$ cat src/rtl/screen_pkg.sv
// screen_pkg: shared state codes, screen codes and BCD helpers
// for the whack-a-mole screen sequencer.
package screen_pkg;

  typedef enum logic [1:0] {
    TITLE  = 2'd0,
    PLAY   = 2'd1,
    OVER   = 2'd2,
    PAUSED = 2'd3
  } state_t;

  localparam logic [1:0] SCR_TITLE = 2'd0;
  localparam logic [1:0] SCR_PLAY  = 2'd1;
  localparam logic [1:0] SCR_OVER  = 2'd2;

  localparam int BCD_W = 4;

  localparam logic [2*BCD_W-1:0] BCD_MAX = 8'h99;

  function automatic logic [2*BCD_W-1:0] bcd_inc(
    input logic [2*BCD_W-1:0] v
  );
    logic [BCD_W-1:0] ones;
    logic [BCD_W-1:0] tens;
    ones = v[BCD_W-1:0];
    tens = v[2*BCD_W-1:BCD_W];
    if (v == BCD_MAX) return v;
    if (ones == 4'd9) begin
      ones = '0;
      tens = tens + 1'b1;
    end else begin
      ones = ones + 1'b1;
    end
    return {tens, ones};
  endfunction

  // Paused still shows the play field.
  function automatic logic [1:0] scr_code(input state_t s);
    case (s)
      PLAY:    return SCR_PLAY;
      PAUSED:  return SCR_PLAY;
      OVER:    return SCR_OVER;
      default: return SCR_TITLE;
    endcase
  endfunction

endpackage

$ cat src/rtl/screen_sequencer_sec_timer.sv
// sec_timer: game-second prescaler, one-cycle tick every
// TICKS_PER_SEC enabled cycles; clear restarts the second.
module sec_timer #(
  parameter int TICKS_PER_SEC = 100_000_000
) (
  input  logic clk,
  input  logic reset,
  input  logic clear,
  input  logic enable,
  output logic tick
);

  localparam int CW =
    (TICKS_PER_SEC > 1) ? $clog2(TICKS_PER_SEC) : 1;
  localparam logic [CW-1:0] LAST = CW'(TICKS_PER_SEC - 1);

  logic [CW-1:0] count;

  assign tick = enable && (count == LAST);

  always_ff @(posedge clk) begin
    if (reset || clear) begin
      count <= '0;
    end else if (enable) begin
      count <= tick ? '0 : count + 1'b1;
    end
  end

endmodule

$ cat src/rtl/screen_sequencer.sv
// screen_sequencer: title/play/over flow, round timer, BCD score,
// frame-aligned screen_sel. Optional SEQ_PAUSE_EN adds pause/PAUSED.
// Ports: clk, reset, start, hit, frame_start, [pause] ->
//   screen_sel[1:0], game_active, time_left[6:0], score_bcd[7:0].
module screen_sequencer
  import screen_pkg::*;
#(
  parameter int TICKS_PER_SEC = 100_000_000,
  parameter int GAME_SECONDS  = 30,
  parameter int OVER_SECONDS  = 5
) (
  input  logic       clk,
  input  logic       reset,
  input  logic       start,
  input  logic       hit,
  input  logic       frame_start,
`ifdef SEQ_PAUSE_EN
  input  logic       pause,
`endif
  output logic [1:0] screen_sel,
  output logic       game_active,
  output logic [6:0] time_left,
  output logic [7:0] score_bcd
);

  state_t     state;
  state_t     next_state;
  logic       start_q;
  logic       start_rise;
  logic [6:0] hold;
  logic       tick;
  logic       timer_en;
  logic       timer_clear;

  assign start_rise = start & ~start_q;

`ifdef SEQ_PAUSE_EN
  logic pause_q;
  logic pause_rise;

  assign pause_rise = pause & ~pause_q;

  always_ff @(posedge clk) begin
    if (reset) pause_q <= 1'b0;
    else       pause_q <= pause;
  end
`endif

  always_comb begin
    next_state = state;
    unique case (state)
      TITLE: if (start_rise) next_state = PLAY;
      PLAY: begin
        if (tick && time_left == 7'd1) next_state = OVER;
`ifdef SEQ_PAUSE_EN
        else if (pause_rise) next_state = PAUSED;
`endif
      end
      OVER: if (tick && hold == 7'd1) next_state = TITLE;
`ifdef SEQ_PAUSE_EN
      PAUSED: if (pause_rise) next_state = PLAY;
`endif
      default: next_state = TITLE;
    endcase
  end

  // Resume from pause keeps the partial second.
  assign timer_en    = (state == PLAY) || (state == OVER);
  assign timer_clear = (next_state != state) &&
                       (state == TITLE || next_state == OVER);

  sec_timer #(
    .TICKS_PER_SEC(TICKS_PER_SEC)
  ) u_timer (
    .clk   (clk),
    .reset (reset),
    .clear (timer_clear),
    .enable(timer_en),
    .tick  (tick)
  );

  always_ff @(posedge clk) begin
    if (reset) state <= TITLE;
    else       state <= next_state;
  end

  always_ff @(posedge clk) begin
    if (reset) begin
      start_q     <= 1'b0;
      game_active <= 1'b0;
      screen_sel  <= SCR_TITLE;
      time_left   <= '0;
      score_bcd   <= '0;
      hold        <= '0;
    end else begin
      start_q     <= start;
      game_active <= (next_state == PLAY);
      // Old state's code on a coincident change: no mid-frame swap.
      if (frame_start) screen_sel <= scr_code(state);
      if (state == TITLE && next_state == PLAY) begin
        time_left <= 7'(GAME_SECONDS);
        score_bcd <= '0;
      end else if (state == PLAY) begin
        if (tick) time_left <= time_left - 1'b1;
        if (hit)  score_bcd <= bcd_inc(score_bcd);
      end
      if (state == PLAY && next_state == OVER)
        hold <= 7'(OVER_SECONDS);
      else if (state == OVER && tick)
        hold <= hold - 1'b1;
    end
  end

endmodule
$ cat config.mk
export PLATFORM = sky130hd
export DESIGN_NAME = screen_sequencer
export DESIGN_NICKNAME = d
export VERILOG_FILES = /design/src/rtl/screen_pkg.sv /design/src/rtl/screen_sequencer_sec_timer.sv /design/src/rtl/screen_sequencer.sv
export SDC_FILE = /design/constraint.sdc
export NUM_CORES = 1
export LEC_CHECK = 0
export ABC_AREA = 1
export ABC_CLOCK_PERIOD_IN_PS = 2000
export BUFFER_PORTS_ARGS = -buffer_cell sky130_fd_sc_hd__buf_4
export CELL_PAD_IN_SITES_DETAIL_PLACEMENT = 1
export CELL_PAD_IN_SITES_GLOBAL_PLACEMENT = 1
export CORE_ASPECT_RATIO = 0.6
export CORE_MARGIN = 3
export CORE_UTILIZATION = 35
export CTS_BUF_LIST = sky130_fd_sc_hd__clkbuf_4
export DETAILED_ROUTE_END_ITERATION = 8
export PLACE_DENSITY = 0.74
export RECOVER_POWER = 50
export SLEW_MARGIN = 5
export SYNTH_ARGS = -nofsm -noshare
export SYNTH_HDL_FRONTEND = slang
export SYNTH_SLANG_ARGS = --single-unit
$ cat constraint.sdc
create_clock -name clk -period 2 [get_ports clk]
set_input_delay 0.1 -clock clk [delete_from_list [all_inputs] [get_ports clk]]
set_output_delay 0.1 -clock clk [all_outputs]
set_load 0.02 [all_outputs]
## Word level (Yosys, flattened, before mapping)

Cells that the tools add are included.

- Output and inout bits: 18
- ROM bits: 0
- Memory bits (writable): 0
- Bits in latches: 0
- Bits of input ports: 5
- Memories kept: 0
- Register bits after elaboration: 55
- Word-level logic and storage cells: 71

- Eq/ne operators: 12
- Divide/modulo/power cells: 0
- Mux-type cells: 19
- Add/sub/neg operators: 5
- $lt $le $gt $ge: 0
- Shift operators: 0
- Reduce and logical (&&, ||, !) cells: 22
- Bitwise operators: 2
- Multiply operators: 0

Operators by type and width:

| operator | count |
|---|---|
| $add 27x1->27 const B | 1 |
| $eq 27x27->1 const B | 1 |
| $mux 27 | 1 |
| $mux 5 | 3 |
| $eq 7x1->1 const B | 2 |
| $sub 7x1->7 const B | 2 |
| $add 4x1->4 const B | 2 |
| $eq 8x8->1 const B | 1 |
| $mux 4 | 2 |
| $mux 8 | 1 |
| $reduce_bool 2->1 | 4 |
| $logic_and 1x1->1 | 7 |
| $eq 2x2->1 const B | 3 |
| $mux 2 | 3 |
| $mux 3 | 2 |
| $pmux 2 s3 | 1 |
| $reduce_or 2->1 | 3 |
| $mux 1 | 5 |
| $eq 2x1->1 const B | 2 |
| $eq 4x4->1 const B | 1 |
| $pmux 2 s2 | 1 |
| $reduce_and 2->1 | 2 |
| $reduce_and 4->1 | 1 |
| $logic_or 1x1->1 | 3 |
| other kinds (6) | 6 |

## Depth between registers and ports, before layout

- Word-level depth: 12
- Depth in mapped cells: 17
- Mapped depth without buffers: 16

## Hierarchy

Synthesis repeated with hierarchy kept, for this count alone.

- Cells, all modules: 451
- Area total of the unflattened synthesis: 3,030.4 µm²

Modules (own cells, without submodules):

| module | seq. area each (µm²) | instances | cells an instance | area an instance (µm²) |
|---|---|---|---|---|
| sec_timer | 540.5 | 1 | 248 | 1,530.2 |
| screen_sequencer | 560.5 | 1 | 203 | 1,500.2 |

## Worst setup path before layout

OpenSTA, ideal clock, no wires.

- Path kind: register to register
- Start: register state[0]
- End: register u_timer.count[4]
- Data required time: 1.884 ns
- Path buffers: 1
- Period minus slack after synthesis: 2.094 ns
- Library setup time: 0.116 ns
- Path slack: -0.094 ns
- Cell stages (with the launch flop): 17
- Arrival time: 1.978 ns
- Cells stage by stage: dfxtp_1 -> inv_1 -> ha_1 -> nand2_1 -> nor2_1 -> nand2_1 -> nor2_4 -> nand4_1 -> nand2_1 -> nand3_2 -> inv_2 -> nand2_1 -> nand2_1 -> nand2_2 -> nand2_4 -> buf_6 -> nor2_1

- Longest elaborated chain between the ends: 10
- Elaborated cells on any way between the ends: 17
- Those cells by class: eq/ne (4); mux (5); reduce/logical (8)

Ends and longest elaborated chain:

| item | line | RTL |
|---|---|---|
| start: declaration | screen_sequencer.sv:26 | `state_t state;` |
| start signal: assignment | screen_sequencer.sv:84 | `else state <= next_state;` |
| $eq 2x1->1 / $eq 2x2->1 (equally long branches) | screen_sequencer.sv:68 | `assign timer_en = (state == PLAY) \|\| (state == OVER);` |
| $logic_or 1x1->1 (*) | screen_sequencer.sv:68 |  |
| named net timer_en | screen_sequencer.sv:32 | `logic timer_en;` |
| $logic_and 1x1->1 | screen_sequencer_sec_timer.sv:19 | `assign tick = enable && (count == LAST);` |
| $logic_and 1x1->1, on equally long branches | screen_sequencer.sv:59, screen_sequencer.sv:54 |  |
| $mux 2, on equally long branches | screen_sequencer.sv:59, screen_sequencer.sv:54 |  |
| $pmux 2 s3 | screen_sequencer.sv:51 | `unique case (state)` |
| $eq 2x2->1 | screen_sequencer.sv:70 | `(state == TITLE \|\| next_state == OVER);` |
| $logic_or 1x1->1 | screen_sequencer.sv:70 |  |
| $logic_and 1x1->1 | screen_sequencer.sv:69 | `assign timer_clear = (next_state != state) &&` |
| $logic_or 1x1->1 | screen_sequencer_sec_timer.sv:22 | `if (reset \|\| clear) begin` |
| end signal: assignment | screen_sequencer_sec_timer.sv:25 | `count <= tick ? '0 : count + 1'b1;` |
| end: declaration | screen_sequencer_sec_timer.sv:17 | `logic [CW-1:0] count;` |

The timed path passes the listed nets; every way through them passes the cells marked *.
A chain may end at the register's enable or synchronous reset.

## Worst setup path after layout

- Start: register state[0]
- End: register u_timer.count[21]

The elaborated chain is that of the path after synthesis.

==> results.tsv <==
stage	metric	value	unit
outcome	status	finished with violations	
outcome	failing checks	setup timing	
critical_path	FF-to-FF End	u_timer.count[21]	
critical_path	Worst R2R Setup Slack	-0.24	ns
global_route	first-pass GRT wire length	16.6	mm
yosys	Post-Syn Area per Cell	7.10	sq um
power_and_ir_drop	P per Cell Area	491	nW/um^2
global_route	initial antenna violation count	0	
timing	endpoints failing hold	0	
critical_path	Setup crit start kind	register	
critical_path	CP arrival	2.60	ns
timing	fin. max-slew vios	0	
yosys	register area share after synthesis	36.6	%
drt	Vias per Instance	5.03	
yosys	top cell type's share of synthesized area	36.6	%
timing	clock skew	0.0205	ns
min_path	Hold Path Depth	7	
power_and_ir_drop	combinational power share	21.0	%
yosys	prevailing post-synth register cell	dfxtp_1	
place	Final HPWL DP	7.13	mm
min_path	HP Class	input port to register	
cts	CTS root buf	clkbuf_4	
yosys	area leader, netlist	dfxtp_1	
yosys	post-synth net total	439	
drt	Avg WL per Cell	16.3	microns
final_layout	area grow syn2layout	42.6	%
floorplan	core area	8100	sq um
yosys	number of distinct library cells after synthesis	38	
floorplan	Die W	126	microns
timing	Worst-Margin Slew	0.469	ns
cts	htree depth	2	
global_route	grt total ovfl	0	
final_layout	final core utilization	52.9	%
floorplan	Die Y	77.8	microns
timing	Final Setup Violations	47	
power_and_ir_drop	Psw	636	uW
critical_path	Worst setup EP type	register	
floorplan	Rows	25	
final_layout	Fill cells	1020	
floorplan	Starting Density	37.1	%
yosys	synthesized area	3010	sq um
min_path	hold endpoint	score_bcd[1]	
power_and_ir_drop	Leakage	0.00172	uW
timing	Max Fclk	446	MHz
cts	CTS tree	yes	
final_layout	Final Cell Area	4290	sq um
cts	Max clock buf depth	2	
power_and_ir_drop	switching share of total power	30.2	%
timing	RSZ-0062 raised after global routing	true	
yosys	synth warn	0	
power_and_ir_drop	Tot Pwr	2100	uW
global_route	vias in the first global route	3328	
cts	clock-pin slew on the worst setup and hold paths	0.16	ns
place	IO buf count	22	
timing	Setup WS post-layout	-0.243	ns
drt	Final ANT Viol Nets	0	
global_route	largest net degree at the start of global routing	16	
final_layout	fin nets	533	
critical_path	reg-to-reg startpoint	state[0]	
yosys	top area cells in the synthesized netlist	dfxtp_1 (37%), nand2_1 (10%), nor2_1 (8.2%), inv_1 (7.9%), ha_1 (4.6%)	
final_layout	Antenna diodes	0	
floorplan	die area	9770	sq um
drt	DRT iter0 DRCs	195	
power_and_ir_drop	Clock Power Share	24.8	%
power_and_ir_drop	Seq pwr share	54.2	%
timing	worst hold slack	0.243	ns
critical_path	crit-path max FO	5	
drt	via count	3147	
place	Placed Cells	598	
job	Max Cap Viol	0	
final_layout	layout cells sized above 1	36.1	%
critical_path	CP Class	register to register	
power_and_ir_drop	Internal Power	1470	uW
cts	CTS Buf Count	5	
drt	Routed WL	10.2	mm
timing	crit path time final	2.24	ns
drt	first-pass iteration count of the detailed router	4	
yosys	Synth Register Bits	55	
cts	clock sink total	55	
critical_path	worst r2r path cells	18	
critical_path	WP data required	2.36	ns
yosys	Syn Inst Count	423	
cts	worst skew pair latency	0.42	ns
yosys	Post-synth EDFFs	0	
floorplan	I/O Pins	23	
final_layout	Cell Count, Final, Fillers Out	626	
drt	DRC violations left	0	
timing	part of the cycle the worst path needs	112	%
place	routability cong.	0.862	
timing	relative slew slack	68.8	%
min_path	hold_sp	hit	
global_route	all-layer global routing usage	21.2	%
power_and_ir_drop	VDD IR-drop max	198	uV
yosys	Async SR Flop Fraction	0	%
place	Post-DP Area	3690	sq um
worst max path at each step:
| stage | startpoint | endpoint | slack [ns] | depth (start not counted) |
|---|---|---|---|---|
| 2_1_floorplan | state[1] | u_timer.count[4] | 0.004 | 16 |
| 3_3_place_gp | state[1] | u_timer.count[22] | -0.10 | 11 |
| 3_5_place_dp | state[0] | u_timer.count[7] | -0.25 | 16 |
| 4_1_cts | state[0] | u_timer.count[25] | -0.17 | 18 |
| 5_1_grt | state[0] | u_timer.count[21] | -0.35 | 14 |
| 6_report | state[0] | u_timer.count[21] | -0.24 | 18 |
power by group through the flow:
stage | Clock [uW] | Combinational [uW] | Sequential [uW]
4_1_cts | 534 | 414 | 1140
3_3_place_gp | 0 | 278 | 1160
3_5_place_dp | 0 | 287 | 1160
6_report | 521 | 442 | 1140
5_1_grt | 594 | 471 | 1140
2_1_floorplan | 0 | 141 | 1180
cell usage after synthesis, types with 5 or more instances:
library cell	count
or2_2	7
nand4_1	7
ha_1	11
nor2_1	66
dfxtp_1	55
nor2_4	5
nor2_2	5
inv_1	63
xor2_1	11
nor3_1	14
nand2_1	81
nand3_1	25
nand2_2	6
a31oi_1	6
o21ai_0	9
nor4_1	5
a21oi_1	13
cells by family (layout without fill, tap and decap cells):
kind of cell,Yosys count,after routing,synth area share [%]
and+or+nand+nor,236,236,37.8
AOI/OAI and AO/OA,38,38,7.58
adders and majority gates,11,11,4.58
DFF,55,55,36.6
xor gates and xnor gates,14,14,4.08
buffers and inverters,69,164,9.28
per-stage QoR:
step           setup WS (ns)  TNS (ns)
2_1_floorplan        0.00379         0
3_3_place_gp          -0.101     -1.75
3_5_place_dp          -0.248     -7.49
4_1_cts               -0.170     -4.96
5_1_grt               -0.350    -11.83
6_report              -0.243     -6.58
area by class of cell:
class,instances,area [sq um],share of cell area [%]
multi-input cells,299,1950,45.4
flip-flops and latches,55,1110,25.8
repair buffers,91,801,18.7
inverters,65,246,5.75
well taps,108,135,3.15
clock buffers,6,45.0,1.05
clock inverters,2,7.51,0.175
registers in the layout (all words and copies together), names as in the netlist:
register	flops
state	2
score_bcd	8
hold	7
u_timer.count	27
game_active	1
time_left	7
screen_sel	2
start_q	1
cells in the final DEF (no fill, tap or decap), types with 4 or more instances in the layout:
master,instances
buf_4,67
nor2_2,19
nor3_1,7
buf_12,5
dfxtp_1,51
nor2_4,20
dfxtp_2,4
nand2_1,72
nor3_2,7
clkbuf_1,10
inv_1,61
nand2_2,13
a31oi_1,6
a21oi_1,11
nand3_2,9
ha_1,9
nor2_1,37
nand2_4,4
o21ai_0,8
nand4_1,7
xor2_1,11
clkbuf_4,6
nor4_1,5
nand3_1,18
or2_2,7
repair_timing:
| item | in CTS | in global routing |
|---|---|---|
| gates cloned | 3 | 1 |
| setup buffers | 11 | 3 |
| endpoints found under the setup margin | 48 | 50 |
| pin swaps | 9 | 13 |
| gates resized for setup | 56 | 35 |
| hold buffers | 3 | 0 |
| hold endpoints to repair | 11 | 0 |
critical path: stages (launching register included):
cell and delay, ns:
dfxtp_2 0.38, inv_2 0.06, ha_4 0.28, nand2_2 0.06, nor2_1 0.09, nand2_1 0.09
nor2_4 0.15, nand3_2 0.09, nand2_2 0.09, nand2_2 0.07, nand3_4 0.09, inv_4 0.06
nand2_4 0.05, nand3_2 0.08, nand2_2 0.08, nand2_4 0.07, buf_12 0.16, clkbuf_16 0.16
nor2_2 0.09
layer usage:
layer	routed length (microns)	up-vias	global-route usage, %
met5	0	-	0
met4	138	0	6.39
met3	462	12	4.54
met2	4610	53	33.3
met1	5020	1543	29.2
li1	-	1539	-
Power figures use the tool's default switching activity.
